<file path="src/rtl/fetch_queue.sv">
`default_nettype none
// ============================================================================
// Module      : fetch_queue
// Description : Instruction fetch queue between the PC / instruction memory
//               stage and decode. Buffers (PC, instruction) pairs in a
//               circular buffer so a decode stall does not lose fetched
//               instructions. Valid/ready on both sides, single-cycle flush
//               for branch/jump redirects.
//
// Parameters  : DEPTH   - number of entries (power of two, >= 2)
//               PC_W    - PC width
//               INSTR_W - instruction width
//
// Ports       : clk        - clock, rising edge
//               reset      - asynchronous active-high reset
//               flush      - synchronous discard of all contents
//               in_valid   - fetch presents a pair
//               in_ready   - queue can accept a pair (registered state only)
//               in_pc      - PC of fetched instruction
//               in_instr   - fetched instruction word
//               out_valid  - head entry valid for decode
//               out_ready  - decode consumes the head
//               out_pc     - PC of head entry
//               out_instr  - instruction of head entry
//               count      - current occupancy
//
// Build option: FETCH_QUEUE_BYPASS_EN - when defined, an empty queue forwards
//               in_* straight to out_* in the same cycle (zero latency). When
//               undefined, there is no combinational path from in_* to out_*.
//
// Revision    : 1.0 - initial release
// ============================================================================
module fetch_queue #(
    parameter int DEPTH   = 4,
    parameter int PC_W    = 64,
    parameter int INSTR_W = 32
) (
    input  logic                       clk,
    input  logic                       reset,
    input  logic                       flush,
    input  logic                       in_valid,
    output logic                       in_ready,
    input  logic [PC_W-1:0]            in_pc,
    input  logic [INSTR_W-1:0]         in_instr,
    output logic                       out_valid,
    input  logic                       out_ready,
    output logic [PC_W-1:0]            out_pc,
    output logic [INSTR_W-1:0]         out_instr,
    output logic [$clog2(DEPTH+1)-1:0] count
);

    localparam int c_PTR_W = $clog2(DEPTH);
    localparam int c_CNT_W = $clog2(DEPTH+1);

    localparam logic [c_CNT_W-1:0] c_CNT_FULL = c_CNT_W'(DEPTH);
    localparam logic [c_CNT_W-1:0] c_CNT_ZERO = '0;
    localparam logic [c_CNT_W-1:0] c_CNT_ONE  = c_CNT_W'(1);
    localparam logic [c_PTR_W-1:0] c_PTR_ONE  = c_PTR_W'(1);

    logic [PC_W-1:0]    r_pc_mem    [DEPTH];
    logic [INSTR_W-1:0] r_instr_mem [DEPTH];
    logic [c_PTR_W-1:0] r_wr_ptr;
    logic [c_PTR_W-1:0] r_rd_ptr;
    logic [c_CNT_W-1:0] r_count;

    logic w_full;
    logic w_empty;
    logic w_bypass;
    logic w_bypass_take;
    logic w_push;
    logic w_pop;

    assign w_full  = (r_count == c_CNT_FULL);
    assign w_empty = (r_count == c_CNT_ZERO);

`ifdef FETCH_QUEUE_BYPASS_EN
    // Empty queue: present the incoming pair directly. If decode takes it in
    // the same cycle it never touches storage.
    assign w_bypass      = w_empty && in_valid && !flush;
    assign w_bypass_take = w_bypass && out_ready;
`else
    assign w_bypass      = 1'b0;
    assign w_bypass_take = 1'b0;
`endif

    // in_ready is a function of registered occupancy only, so a full queue
    // never accepts a push even when the head is being popped this cycle.
    assign in_ready = !w_full;

    assign w_push = in_valid && !w_full && !flush && !w_bypass_take;
    // Pops come from storage only; a bypassed pair is not in storage.
    assign w_pop  = !w_empty && out_ready && !flush;

    assign out_valid = !w_empty || w_bypass;
    assign out_pc    = w_bypass ? in_pc    : r_pc_mem[r_rd_ptr];
    assign out_instr = w_bypass ? in_instr : r_instr_mem[r_rd_ptr];
    assign count     = r_count;

    always_ff @(posedge clk or posedge reset) begin
        if (reset) begin
            r_wr_ptr <= '0;
            r_rd_ptr <= '0;
            r_count  <= '0;
            // Storage is cleared so the head reads as zero after reset.
            for (int i = 0; i < DEPTH; i++) begin
                r_pc_mem[i]    <= '0;
                r_instr_mem[i] <= '0;
            end
        end else if (flush) begin
            r_wr_ptr <= '0;
            r_rd_ptr <= '0;
            r_count  <= '0;
        end else begin
            if (w_push) begin
                r_pc_mem[r_wr_ptr]    <= in_pc;
                r_instr_mem[r_wr_ptr] <= in_instr;
                r_wr_ptr              <= r_wr_ptr + c_PTR_ONE;
            end
            if (w_pop) begin
                r_rd_ptr <= r_rd_ptr + c_PTR_ONE;
            end
            if (w_push && !w_pop) begin
                r_count <= r_count + c_CNT_ONE;
            end else if (w_pop && !w_push) begin
                r_count <= r_count - c_CNT_ONE;
            end
        end
    end

endmodule
`default_nettype wire

</file>
<file path="config.mk">
export PLATFORM = sky130hd
export DESIGN_NAME = fetch_queue
export DESIGN_NICKNAME = d
export VERILOG_FILES = /design/src/rtl/fetch_queue.sv
export SDC_FILE = /design/constraint.sdc
export NUM_CORES = 1
export LEC_CHECK = 0
export BUFFER_PORTS_ARGS = -buffer_cell sky130_fd_sc_hd__buf_2
export CORE_ASPECT_RATIO = 0.7
export CORE_UTILIZATION = 45
export CTS_CLUSTER_SIZE = 30
export DETAILED_ROUTE_END_ITERATION = 16
export GPL_TIMING_DRIVEN = 0
export HOLD_SLACK_MARGIN = 0.1
export PLACE_DENSITY_LB_ADDON = 0.2
export SLEW_MARGIN = 10
export SYNTH_ARGS = -nofsm -noshare
export SYNTH_HDL_FRONTEND = slang
export SYNTH_SLANG_ARGS = --single-unit
</file>
<file path="constraint.sdc">
create_clock -name clk -period 20.1 [get_ports clk]
set_clock_uncertainty 0.05 [all_clocks]
set_input_delay 2.01 -clock clk [delete_from_list [all_inputs] [get_ports clk]]
set_output_delay 2.01 -clock clk [all_outputs]
set_load 0.005 [all_outputs]
</file>
==> impl_metrics.tcl <==
set metrics [dict create \
    clk_latency_ps 550 \
    required_ps 18040 \
    status "finished clean" \
    finalHoldViolCount 0 \
    dp_slack_ps 15540 \
    avgViaCountPerCell 5.37 \
    cts_inserted_buffers 40 \
    dp_cells 1680 \
    grt_pass1_wl_um 58200 \
    syn_inst 990 \
    arrival_ps 2970 \
    cts_root_buf "clkbuf_16" \
    setup_viol 0 \
    drc 0 \
    synth_ff_type "dfrtp_1" \
    wl_um 37100 \
    final_common_cell "dfrtp_1" \
    dieHeight_um 165 \
    drtAntennaViolNets 0 \
    gr-total-overflow 0 \
    grt_max_degree 116 \
    cts_buffer_depth 3 \
    hp-class "reg2reg" \
    syn_area_mm2 0.0172 \
    rsz0062_at_grt "no" \
    gr-usage-met1 0.283 \
    setup_ws_ps 15070 \
    crit_path_end_kind "primary output" \
    criticalPathCategory "reg2out" \
    syn_nets 1096 \
    power.leakage_nw 9.30 \
    drv_cap 0 \
    syn_to_final_growth_pct 18.3 \
    drive_above_1_share 0.642 \
    die_w_um 236 \
    relSlewSlack 0.492 \
    cp_max_fo 10 \
    grt.busiest_layer "met2" \
    period_share 0.250 \
    hold_buffers 0 \
    gr-usage-met2 0.292 \
    drtIter0Drc 457 \
    synth_edf_count 0 \
    syn_avg_cell_area_um2 17.4 \
    synth.yosys.warnings 0 \
    ir_drop_mv 0.0877 \
    wl_per_cell_um 21.2 \
    path_clk_slew_ps 60 \
    rows 59 \
    synth_seq_cells 391 \
    die_area_mm2 0.0390 \
    timing.setup.tns_ps 0 \
    async_flop_share 1.00 \
    layout_min_cycle_time_ps 5030 \
    cts_resized 0 \
    cts_sinks 391 \
    cp-start-kind "flip-flop" \
    htreeDepth 2 \
    cts_tree "yes" \
    synth_cell_types 33 \
    port_buffers 199 \
    ys_seq_area_frac 0.569 \
    antenna_found_initial 5 \
    power.density_mw_per_mm2 150 \
    coreArea_mm2 0.0374 \
    pin_count 202 \
    worst_pin_slew_ps 763 \
    dr.pass1.iters 4 \
    slew_viol_final 0 \
    finalPower_mw 3.04 \
    dp_hpwl_um 24900 \
    post_cts_buffers 0 \
    fmax_ghz 0.199 \
    grt_pass1_vias 9874 \
    stdcell_count 1753 \
    grt_usage 0.194 \
    vias 9413 \
    nets 1340 \
    start_util 0.460 \
    mostFrequentLayoutCells "391 x dfrtp_1, 346 x mux2_2, 236 x buf_2" \
    gp_congestion 0.746 \
    globalRouteMet3Util 0.0482 \
]
==> Yosys cell counts (2+ instances only) <==
cell      instances  area (um^2)
nor2_1            9         33.8
buf_6             6         67.6
nand3b_1          2         15.0
nand3_1           5         25.0
mux4_2           96         2160
buf_2            37          185
mux2_4           40          601
a21oi_1           2         10.0
buf_4            13         97.6
ha_1              4         50.1
mux2_2          346         3900
xor2_1            2         17.5
inv_1             6         22.5
buf_1             8         30.0
dfrtp_1         391         9780
mux2i_1           2         20.0
clkbuf_1          4         15.0
o21ai_0           2         10.0
==> layer usage <==
metal	up-vias	routed length, um	share of wire
li1	4205	-	-
met1	5003	17800	0.48
met2	154	16800	0.45
met3	47	2010	0.054
met4	4	506	0.014
met5	-	27	0.00073
==> critical path: stages (launching register included) <==
cell	delay, ps
dfrtp_1	320
clkbuf_1	500
buf_2	450
buf_2	430
mux4_2	570
buf_2	140
==> cells by family after synthesis <==
logic type	Yosys count	synth area share
and+or+nand+nor	22	0.00750
adders and majority gates	5	0.00408
buffers and inverters	75	0.0245
DFF	391	0.569
AOI/OAI and AO/OA	11	0.00473
xor gates and xnor gates	2	0.00102
muxes	484	0.389
==> final timing paths <==
path                                 start         endpoint  slack (ps)  depth (start not counted)
max                            r_rd_ptr[0]     out_instr[8]       15070                          5
max reg2reg                       count[1]  r_instr_mem[26]       17630                          6
min in group asynchronous            reset    r_pc_mem[121]        1480                          2
min reg2reg                r_instr_mem[16]  r_instr_mem[16]         450                          1
max in group asynchronous            reset     r_pc_mem[66]       17020                          4
min                        r_instr_mem[16]  r_instr_mem[16]         450                          1
==> through the flow <==
step                 util  instance area, um^2  hold WS, ps
floorplan               -                17200          424
global route        0.544                20300          463
CTS                 0.544                20300          453
global placement    0.503                18800          431
finish              0.544                20300          450
detailed placement  0.505                18900          438
==> state kept, by name, summed over array words and instances, names as in the netlist <==
signal / flops
r_rd_ptr: 2
count: 3
r_instr_mem: 128
r_wr_ptr: 2
r_pc_mem: 256
==> power by group <==
group | switching (mW) | internal [mW] | leakage, nW
Combinational | 0.360 | 0.606 | 3.66
Clock | 0.311 | 0.500 | 0.714
Sequential | 0.154 | 1.11 | 4.93
Total | 0.825 | 2.21 | 9.30
==> final cells by class <==
type,instances,area (um^2)
diodes,3,7.51
fillers,3071,17000
inverters,7,33.8
multi-input cells,524,6980
repair buffers,202,1080
clock buffers,55,1180
flip-flops and latches,391,9780
clock inverters,15,262
well taps,488,611
plain buffers,68,395
Power figures use the tool's default switching activity.
